### src/rtl/pci_cfg_requester.sv
// pci_cfg_requester
//   Initiator side of the cfg_* configuration register handshake. Host-side
//   requests are buffered in a small FIFO and issued one at a time to the
//   config-space responder. Read data and write-error / timeout status come
//   back on a valid/ready response channel.
//
//   Optional feature macro: PCI_CFG_TIMEOUT_EN
//     defined   : a watchdog aborts an access after TIMEOUT_CYCLES cycles of
//                 cfg_enable without cfg_done (rsp_rdata=FFFF_FFFF, rsp_timeout=1)
//     undefined : no watchdog, ISSUE waits indefinitely, rsp_timeout stays 0
//
// Ports
//   clk, rst                 clock, synchronous active-high reset
//   req_valid/req_ready      request handshake (req_ready = FIFO not full)
//   req_write/offset/be/wdata request payload
//   rsp_valid/rsp_ready      response handshake
//   rsp_rdata/err/timeout    response payload
//   busy                     FSM not IDLE or FIFO non-empty
//   cfg_enable/iswrite/offset/be/write_val   registered access to responder
//   cfg_read_val/done/w_err  responder completion inputs
module pci_cfg_requester #(
  parameter int REQ_FIFO_DEPTH = 4,
  parameter int TIMEOUT_CYCLES = 64
) (
  input  logic        clk,
  input  logic        rst,
  input  logic        req_valid,
  output logic        req_ready,
  input  logic        req_write,
  input  logic [5:0]  req_offset,
  input  logic [3:0]  req_be,
  input  logic [31:0] req_wdata,
  output logic        rsp_valid,
  input  logic        rsp_ready,
  output logic [31:0] rsp_rdata,
  output logic        rsp_err,
  output logic        rsp_timeout,
  output logic        busy,
  output logic        cfg_enable,
  output logic        cfg_iswrite,
  output logic [5:0]  cfg_offset,
  output logic [3:0]  cfg_be,
  output logic [31:0] cfg_write_val,
  input  logic [31:0] cfg_read_val,
  input  logic        cfg_done,
  input  logic        cfg_w_err
);

  localparam int AW = $clog2(REQ_FIFO_DEPTH);

  typedef enum logic [1:0] {IDLE, ISSUE, RELEASE, RESP} state_t;

  state_t          state;

  logic            fifo_write [REQ_FIFO_DEPTH];
  logic [5:0]      fifo_offset[REQ_FIFO_DEPTH];
  logic [3:0]      fifo_be    [REQ_FIFO_DEPTH];
  logic [31:0]     fifo_wdata [REQ_FIFO_DEPTH];

  logic [AW-1:0]   wr_ptr;
  logic [AW-1:0]   rd_ptr;
  logic [AW:0]     count;
  logic            full;
  logic            push;
  logic            pop;
  logic            fifo_vld_p0;

`ifdef PCI_CFG_TIMEOUT_EN
  localparam int TMO_W = $clog2(TIMEOUT_CYCLES + 1);
  logic [TMO_W-1:0] tmo_cnt;
`else
  logic            unused_tmo_param;
  assign unused_tmo_param = (TIMEOUT_CYCLES != 0);
`endif

  // A full FIFO never accepts, even when the FSM pops in the same cycle.
  assign full      = (count == (AW+1)'(REQ_FIFO_DEPTH));
  assign req_ready = !full;
  assign push      = req_valid && !full;
  assign pop       = (state == IDLE) && fifo_vld_p0;
  assign busy      = (state != IDLE) || (count != '0);

  // ---- Stage p0: request FIFO write (payload storage, not reset) ----
  always_ff @(posedge clk) begin
    if (push) begin
      fifo_write [wr_ptr] <= req_write;
      fifo_offset[wr_ptr] <= req_offset;
      fifo_be    [wr_ptr] <= req_be;
      fifo_wdata [wr_ptr] <= req_wdata;
    end
  end

  // FIFO control. fifo_vld_p0 is a registered "head available" flag: it
  // delays the FSM's view of a new entry by one cycle, so an access starts
  // two edges after the request handshake. A pop clears it so the flag is
  // never stale when the FSM next returns to IDLE.
  always_ff @(posedge clk) begin
    if (rst) begin
      wr_ptr      <= '0;
      rd_ptr      <= '0;
      count       <= '0;
      fifo_vld_p0 <= 1'b0;
    end else begin
      if (push) wr_ptr <= wr_ptr + 1'b1;
      if (pop)  rd_ptr <= rd_ptr + 1'b1;
      case ({push, pop})
        2'b10:   count <= count + 1'b1;
        2'b01:   count <= count - 1'b1;
        default: count <= count;
      endcase
      fifo_vld_p0 <= (count != '0) && !pop;
    end
  end

  // ---- Stage p1: access FSM with registered cfg_* and rsp_* outputs ----
  always_ff @(posedge clk) begin
    if (rst) begin
      state         <= IDLE;
      cfg_enable    <= 1'b0;
      cfg_iswrite   <= 1'b0;
      cfg_offset    <= '0;
      cfg_be        <= '0;
      cfg_write_val <= '0;
      rsp_valid     <= 1'b0;
      rsp_rdata     <= '0;
      rsp_err       <= 1'b0;
      rsp_timeout   <= 1'b0;
`ifdef PCI_CFG_TIMEOUT_EN
      tmo_cnt       <= '0;
`endif
    end else begin
      case (state)
        IDLE: begin
          // cfg_done seen here is a leftover from the previous access.
          if (fifo_vld_p0) begin
            cfg_iswrite   <= fifo_write [rd_ptr];
            cfg_offset    <= fifo_offset[rd_ptr];
            cfg_be        <= fifo_be    [rd_ptr];
            cfg_write_val <= fifo_wdata [rd_ptr];
            cfg_enable    <= 1'b1;
`ifdef PCI_CFG_TIMEOUT_EN
            tmo_cnt       <= '0;
`endif
            state         <= ISSUE;
          end
        end
        ISSUE: begin
          if (cfg_done) begin
            cfg_enable  <= 1'b0;
            rsp_rdata   <= cfg_iswrite ? 32'h0 : cfg_read_val;
            rsp_err     <= cfg_w_err && cfg_iswrite;
            rsp_timeout <= 1'b0;
            state       <= RELEASE;
          end
`ifdef PCI_CFG_TIMEOUT_EN
          else if (tmo_cnt == TMO_W'(TIMEOUT_CYCLES - 1)) begin
            // Watchdog abort; a late cfg_done is absorbed in RELEASE.
            cfg_enable  <= 1'b0;
            rsp_rdata   <= 32'hFFFF_FFFF;
            rsp_err     <= 1'b0;
            rsp_timeout <= 1'b1;
            state       <= RELEASE;
          end else begin
            tmo_cnt <= tmo_cnt + 1'b1;
          end
`endif
        end
        RELEASE: begin
          // Responder drops cfg_done one cycle after cfg_enable falls.
          if (!cfg_done) begin
            rsp_valid <= 1'b1;
            state     <= RESP;
          end
        end
        RESP: begin
          if (rsp_ready) begin
            rsp_valid <= 1'b0;
            state     <= IDLE;
          end
        end
        default: state <= IDLE;
      endcase
    end
  end

endmodule
### config.mk
export PLATFORM = sky130hd
export DESIGN_NAME = pci_cfg_requester
export DESIGN_NICKNAME = d
export VERILOG_FILES = /design/src/rtl/pci_cfg_requester.sv
export SDC_FILE = /design/constraint.sdc
export NUM_CORES = 1
export LEC_CHECK = 0
export ABC_AREA = 1
export CELL_PAD_IN_SITES_DETAIL_PLACEMENT = 0
export CELL_PAD_IN_SITES_GLOBAL_PLACEMENT = 1
export CORE_ASPECT_RATIO = 0.8
export CORE_UTILIZATION = 38
export DETAILED_ROUTE_END_ITERATION = 16
export PLACE_DENSITY = 0.88
export RECOVER_POWER = 25
export SLEW_MARGIN = 20
export SYNTH_ARGS = -nofsm -noshare
export SYNTH_HDL_FRONTEND = slang
export SYNTH_SLANG_ARGS = --single-unit
### constraint.sdc
create_clock -name clk -period 3.88 [get_ports clk]
set_clock_uncertainty 0.2 [all_clocks]
set_input_delay 1.164 -clock clk [delete_from_list [all_inputs] [get_ports clk]]
set_output_delay 1.164 -clock clk [all_outputs]
set_load 0.02 [all_outputs]
==> out/summary.md, run 1 <==
Static timing analysis puts the maximum clock frequency at 300.0 MHz. The floorplan step defined a die boundary enclosing 26690 sq um. Entering global routing, the biggest net connects 88 pins.

The worst-case IR drop observed on VDD is 0.4447 mV. The tools report the max-cap violation count as 0. The critical path class was register to output pin. The logs give 0 for the number of hold violations in the final report and 0.53 ns for the clock latency of the later-clocked register in the worst-skew pair.

Summed over all cells, the static leakage comes to 4.595 nW. Summed over all layers, the routed wires come to 21.66 mm. Measured in cells, the most critical reg-to-reg path has a length of 13.

After filler insertion, the fill cell instance count of the layout stands at 2245. The run gives 260 as the clock net sink count. Library cell used as clock root buffer: sky130_fd_sc_hd__clkbuf_16. The post-cts repair resize count came out at 0.

The largest fanout on the critical path is 5. TritonCTS built the clock tree. The routed design uses 9.893 mm of met2 wire. The core region is 25440 sq um. The die is 182.4 um wide. The reg-to-reg setup timing slack was 1.21 ns; the synthesis-stage register bit count was 260. Count of different cell masters after synthesis: 25. The detailed router finished its first iteration with 332 violations.

The tools report the worst reg2reg path startpoint as state[0]$_SDFFE_PP0P_. The endpoint identified for the worst register-to-register timing path is count[2]$_SDFFE_PP0P_. Via-per-instance ratio: 4.806.

After clock tree synthesis, the flow added hold-fix buffers numbering 0. For the H-tree depth, the log shows 1. STA classifies the critical path startpoint as a register. In the synthesized netlist the async set-or-reset flop fraction comes to 0%.

Setup repair after global routing left no endpoint under its margin. The cell family contributing the most delay on the critical path is buffers and inverters. The global-route wire length before repair was 33.87 mm. The number of antenna violations at the first check in global routing is 2, and the count of input and output buffers is 160. The tools report the kind of end point of the critical path as an output pin. From bottom edge to top edge, the die measures 146.3 um. In the final layout, flip-flops and latches occupy 6932 sq um. The run finished with clean final reports.

The share of layout cells above drive strength 1 is 6.149%. The post-detailed-placement half-perimeter wirelength was 13.05 mm; the arrival time of the worst setup path was 1.97 ns. TritonCTS created 25 clock buffers.

The biggest cell delay along the critical path is 0.60 ns, and the number of enable flip-flop cells after synthesis is 172. The buffer and inverter count on the worst path is 2. The run gives 2546 sq um as the area taken by multi-input logic gates. Global routing finished with a remaining overflow of 0.

The congestion estimate from routability-driven global placement came to 0.7602. The uppermost signal routing layer after detailed routing was met4. The time the final worst path needs with I/O delays and setup is 3.333 ns.

In this run the deepest clock path goes through 3 buffers. The type of the worst min-delay path is register to register. For the net count after synthesis, the log shows 985. A synthesized cell averages 11.07 sq um.

The number of global-route vias before repair was 6492; the length of routed met3 wiring was 1.391 mm. Critical-path cell with the highest stage delay: sky130_fd_sc_hd__clkdlybuf4s50_1. For this run, the leading register cell type out of synthesis is sky130_fd_sc_hd__edfxtp_1. For the pin with the worst max-slew slack, the measured transition is 1.002 ns.

After detailed routing, the average wire length per cell comes to 15.37 um. The total number of vias came out at 6771. Number of top-level pins: 162. The post-route antenna net violation count came out at 0. The run gives 0 as the number of setup buffers added after CTS. The first-pass iteration count of the detailed router was 5; the post-CTS clock slew at the launch and capture registers of the worst setup and hold paths was 0.06 ns. The final count of pins violating max slew came out at 0. Signed area change from the synthesized netlist to the final layout: 27.26%. For this run, the number of Yosys warnings is 0.

For the netlist area before placement, the log shows 9896 sq um. The gate count after technology mapping was 894. The part of the cycle the worst path needs is 85.90%, and the worst slew margin relative to its limit is 33.15%. The tools report the total routed wire length on the met1 layer as 9.909 mm.

The worst min-delay path startpoint was rsp_valid$_SDFFE_PP0P_. Power spread over the standard cell area amounts to 636.1 nW/um^2. The final setup violation count is 0, and the hold path depth is 2.

The floorplan has 52 rows. Final hold analysis gives a worst-case slack of 0.2517 ns. The number of remaining DRC errors was 0. The worst hold path terminates at rsp_valid$_SDFFE_PP0P_.

For this run, the total global-route usage over all layers was measured as 16.03%. The tools report the final total negative setup slack as 0 ns. The net count of the finished layout was 1129.

Sequential elements use 70.00% of the synthesized area. At the worst endpoint, the required time is 2.52 ns. The signal on the critical path passes through inv_1 -> ha_1 -> nand2_1 -> clkdlybuf4s50_1. The tools report the starting utilization of the core area as 38.90%.
registers in the layout, summed over array words and instances (netlist names):
name,count
cfg_write_val,32
rsp_err,1
rsp_rdata,32
cfg_be,4
rd_ptr,2
rsp_valid,1
state,2
fifo_offset,24
cfg_enable,1
fifo_write,4
fifo_be,16
cfg_iswrite,1
wr_ptr,2
count,3
cfg_offset,6
fifo_vld_p0,1
fifo_wdata,128
area by class of cell:
cell class | instances | area share, %
Clock inverter | 12 | 1.212
Multi-Input combinational cell | 554 | 20.22
Sequential cell | 260 | 55.04
Clock buffer | 34 | 5.564
Tap cell | 351 | 3.487
Timing Repair Buffer | 172 | 13.63
Antenna cell | 1 | 0.01987
Inverter | 25 | 0.8246
Yosys cell counts (all sizes together), types with 3 or more instances:
library cell / instances / area share [%]
buf: 48 / 3.3
dfxtp: 88 / 18
ha: 9 / 1.1
a21oi: 71 / 3.6
inv: 24 / 0.96
edfxtp: 172 / 52
o21ai: 32 / 1.6
clkbuf: 7 / 0.27
nor2: 13 / 0.57
nand3: 153 / 7.7
nor3: 3 / 0.15
nand2: 271 / 10
worst max-delay path by stage:
stage,cells past startpoint,from,end
6_report,4,state[0]$_SDFFE_PP0P_,busy
5_1_grt,4,state[0]$_SDFFE_PP0P_,busy
4_1_cts,4,state[0]$_SDFFE_PP0P_,busy
3_5_place_dp,11,req_valid,count[2]$_SDFFE_PP0P_
3_3_place_gp,11,req_valid,count[2]$_SDFFE_PP0P_
2_1_floorplan,2,req_valid,fifo_be[0][0]$_DFFE_PP_
per-layer routing:
metal  GRT usage (%)  up-vias
met2           26.23      204
met3           3.318       35
met1           21.73     3167
met4           4.202        0
met5               0        -
li1                -     3365
layout by cell type, fill, tap and decap left out, types with 3 or more instances in the layout:
cell,n
sky130_fd_sc_hd__clkbuf_16,26
sky130_fd_sc_hd__nor2_4,5
sky130_fd_sc_hd__ha_1,9
sky130_fd_sc_hd__clkdlybuf4s50_1,126
sky130_fd_sc_hd__edfxtp_1,172
sky130_fd_sc_hd__o21ai_0,3
sky130_fd_sc_hd__nand3_1,153
sky130_fd_sc_hd__nor3_1,3
sky130_fd_sc_hd__nand2_1,269
sky130_fd_sc_hd__bufinv_16,3
sky130_fd_sc_hd__a21oi_1,71
sky130_fd_sc_hd__dlygate4sd3_1,34
sky130_fd_sc_hd__inv_6,4
sky130_fd_sc_hd__buf_4,10
sky130_fd_sc_hd__dfxtp_1,86
sky130_fd_sc_hd__nor2_1,8
sky130_fd_sc_hd__clkinvlp_4,3
sky130_fd_sc_hd__inv_1,20
sky130_fd_sc_hd__inv_2,3
sky130_fd_sc_hd__o21ai_1,29
sky130_fd_sc_hd__clkbuf_1,6
kinds of logic (layout without fill, tap and decap cells):
| logic type | Yosys count | in the layout | synth area share (%) |
|---|---|---|---|
| AO/OA/AOI/OAI | 103 | 103 | 5.209 |
| adder cells (fa/ha/maj) | 10 | 10 | 1.340 |
| buffers and inverters | 80 | 243 | 4.577 |
| flip-flops | 260 | 260 | 70.00 |
| other | 1 | 2 | 0.03790 |
| AND/OR/NAND/NOR | 440 | 440 | 18.84 |
metrics by stage:
| step | util, % | worst slack [ns] | cell area, sq um | total power, mW | instances |
|---|---|---|---|---|---|
| after CTS | 49.49 | 0.5054 | 12590 | 8.111 | 1408 |
| after detailed placement | 46.14 | 0.4972 | 11740 | 5.583 | 1362 |
| after global placement | 46.14 | 0.5086 | 11740 | 5.553 | 1362 |
| after floorplan | - | 0.1003 | 9896 | 4.862 | 894 |
| after global routing | 49.49 | 0.4453 | 12590 | 8.416 | 1408 |
| final | 49.50 | 0.5471 | 12590 | 8.011 | 1409 |
tightest hold or removal path, cell delays in order (launching register included):
cell and delay (ns):
sky130_fd_sc_hd__dfxtp_1 0.31, sky130_fd_sc_hd__inv_1 0.05, sky130_fd_sc_hd__a21oi_1 0.05
report_power, final:
group | internal, mW | total, mW | switching [mW]
Clock | 1.48 | 2.51 | 1.03
Combinational | 0.749 | 1.97 | 1.22
Sequential | 3.32 | 3.53 | 0.210
Total | 5.55 | 8.01 | 2.46
Note: power is estimated with default switching activity, not from simulation.
==> run 2, diff against run 1 <==
CORE_MARGIN = 2   (was default)
CORE_UTILIZATION = 45   (was 38)
PLACE_DENSITY = 0.95   (was 0.88)
clock period = 3.92 ns   (was 3.88 ns; I/O delays follow)
==> out/summary.md, run 2 (synthesized netlist as in run 1, its figures left out) <==
The core region is 21560 sq um. Headroom to the max-slew limit came out at 33.79%. Clock-pin slew was measured on the worst setup and hold paths at 0.06 ns. The antenna diode count was 0. At the pin with the least slew margin, the transition time is 0.9931 ns.

The share of total power consumed by net switching works out to 30.23%. The flip-flop count of the largest register, all copies and words added came out at 128. The tools report the worst reg2reg path startpoint as state[0]$_SDFFE_PP0P_. The library cell used most frequently in the layout, excluding fill and tap cells, is sky130_fd_sc_hd__nand2_1.

TritonCTS built the clock tree. For the clock latency of the later-clocked register in the worst-skew pair, the log shows 0.52 ns. The signed area change from the synthesized netlist to the final layout came out at 26.21%. The first detailed-routing pass took 5 iterations. The power density normalized to cell area was 627.9 nW/um^2. In this run the worst setup path terminates at busy. The total overflow left after global routing is 0. The number of buffers and inverters on the critical path is 2. The internal power of the cells totals 5.472 mW. The number of buffers added by the clock tree synthesis step came out at 26.

The worst setup path is captured at an output pin. The run gives 12.55 mm as the post-detailed-placement half-perimeter wirelength. The worst setup path is launched from a register. The number of setup buffers added after CTS is 0. The worst setup margin was 0.5799 ns. The library cells used most frequently in the layout, excluding fill and tap cells, are sky130_fd_sc_hd__nand2_1, sky130_fd_sc_hd__edfxtp_1, sky130_fd_sc_hd__nand3_1, sky130_fd_sc_hd__clkdlybuf4s50_1, sky130_fd_sc_hd__dfxtp_1. Number of global-route vias before repair: 6432.

CTS placed an instance of sky130_fd_sc_hd__clkbuf_16 at the clock tree root. The largest register by flop count was fifo_wdata. The max-cap violation count was 0; the width of the die was 169.8 um. At the end of the flow, the number of nets in the layout was 1130. Number of standard-cell rows in the floorplan: 48. Post-CTS repair changed the size of 0 cells. The post-route antenna net violation count came out at 0.

The number of remaining DRC errors is 0, and the global placer's final weighted congestion is 0.7447. In the final layout, the share of cells above drive strength 1 is 5.949%. The H-tree depth is 1, and the time the final worst path needs with I/O delays and setup is 3.340 ns. The run gives 299.4 MHz as the fmax. The worst slack at placement is 0.8381 ns.

The total wirelength of the detailed-routed design was 21.13 mm. VDD sags by at most 0.4265 mV. The kind of cell adding the most delay to the critical path is buffers and inverters. Of the available clock period, the critical path in the final layout requires 85.21%. The deepest clock path buffer count is 3. For the required time of the critical path, the log shows 2.54 ns. Counting buffers and inverters, the worst setup path is 4 cells deep. Setup violations remaining at the end of the flow were counted as 0.

The number of top-level pins came out at 162. The number of antenna violations at the first check in global routing is 0, and the starting utilization of the core area is 45.90%. The run gives 4.602 nW as the leakage power total.

The run gives 496 as the violation count after the first detailed-route iteration. The arrival time of the worst setup path was 1.96 ns. The slowest stage of the critical path belongs to the cell sky130_fd_sc_hd__clkdlybuf4s50_1. Entering global routing, the biggest net connects 89 pins.

The combinational cell fraction of total power was 24.3%; the reg-to-reg setup timing slack was 1.24 ns. The die height works out to 136.6 um. The critical path class was register to output pin. The number of hold violations in the final report is 0, and the worst reg-to-reg path cell count is 8. Global routing used 18.17% of the available tracks. In the final layout, the registers with the most flip-flops are fifo_wdata: 128 flops, cfg_write_val: 32 flops, rsp_rdata: 32 flops.

Final count of pins violating max slew: 0. Walking the worst path, the cells encountered are inv_1 -> ha_1 -> nand2_1 -> clkdlybuf4s50_1. Sequential cells account for 45.1% of the total power. The tools report the final total negative setup slack as 0 ns. In the final routed layout, each cell accounts on average for 15.84 um. Endpoint of the worst register-to-register path: count[1]$_SDFFE_PP0P_. The count of input and output buffers works out to 160.

Setup repair after global routing left no endpoint under its margin. The total number of vias is 6803. The die covers 23200 sq um.

The via-per-instance ratio works out to 5.100. The clock net sink count was 260. The global-route wire length before repair was 33.33 mm.

The worst hold path was traced through 2 stages. The largest fanout on the critical path came out at 5. The part of the total power dissipated in the clock network is 30.6%. The tools report the origin of the worst setup path as state[0]$_SDFFE_PP0P_. The largest single stage delay on the critical path is 0.61 ns.

The number of hold buffers added after CTS was 0. The path class of the tightest hold or removal check is register to register. For the net switching power figure, the log shows 2.371 mW. The run finished with clean final reports.
[run 2: layer usage]
metal  up-vias  global-route usage [%]  wire, um
met2       201                   29.32      9822
met5         -                       0         0
met4         0                   4.558       325
li1       3371                       -         -
met3        30                   3.846      1423
met1      3201                   25.35      9560
[run 2: area by class of cell]
type                    instances  area, sq um
inverters                      25        103.9
flip-flops and latches        260         6932
repair buffers                172         1717
clock inverters                 8        61.31
multi-input cells             554         2546
clock buffers                  40        785.8
well taps                     275        344.1
fillers                      1712         9071
[run 2: power groups by stage]
stage	combinational (mW)	sequential, mW	clock (mW)
global route	2.11	3.58	2.56
floorplan	1.10	3.71	0
detailed placement	1.92	3.59	0
CTS	1.93	3.54	2.45
global placement	1.89	3.59	0
finish	1.90	3.53	2.40
[run 2: worst min-delay path by stage]
stage | start | end | slack [ns]
3_3_place_gp | rsp_valid$_SDFFE_PP0P_ | rsp_valid$_SDFFE_PP0P_ | 0.24
3_5_place_dp | rsp_valid$_SDFFE_PP0P_ | rsp_valid$_SDFFE_PP0P_ | 0.25
6_report | rsp_rdata[8]$_SDFFE_PP0P_ | rsp_rdata[8]$_SDFFE_PP0P_ | 0.26
2_1_floorplan | wr_ptr[1]$_SDFFE_PP0P_ | wr_ptr[1]$_SDFFE_PP0P_ | 0.27
4_1_cts | rsp_valid$_SDFFE_PP0P_ | rsp_valid$_SDFFE_PP0P_ | 0.26
5_1_grt | rsp_rdata[11]$_SDFFE_PP0P_ | rsp_rdata[11]$_SDFFE_PP0P_ | 0.28
[run 2: stage by stage]
stage	util [%]	instance area (sq um)	total power, mW	std cells	hold slack (ns)
final	57.93	12490	7.842	1334	0.2607
after global placement	54.00	11640	5.476	1286	0.2432
after floorplan	-	9896	4.813	894	0.2742
after global routing	57.93	12490	8.253	1334	0.2763
after CTS	57.93	12490	7.923	1334	0.2635
after detailed placement	54.00	11640	5.507	1286	0.2546
[run 2: worst register-to-register path: stages, from the launching register on]
cell	delay (ns)
sky130_fd_sc_hd__dfxtp_1	0.38
sky130_fd_sc_hd__inv_1	0.08
sky130_fd_sc_hd__ha_1	0.28
sky130_fd_sc_hd__nand2_4	0.25
sky130_fd_sc_hd__clkinv_4	0.41
sky130_fd_sc_hd__ha_1	0.36
sky130_fd_sc_hd__inv_1	0.09
sky130_fd_sc_hd__fa_1	0.41
sky130_fd_sc_hd__a21oi_1	0.15
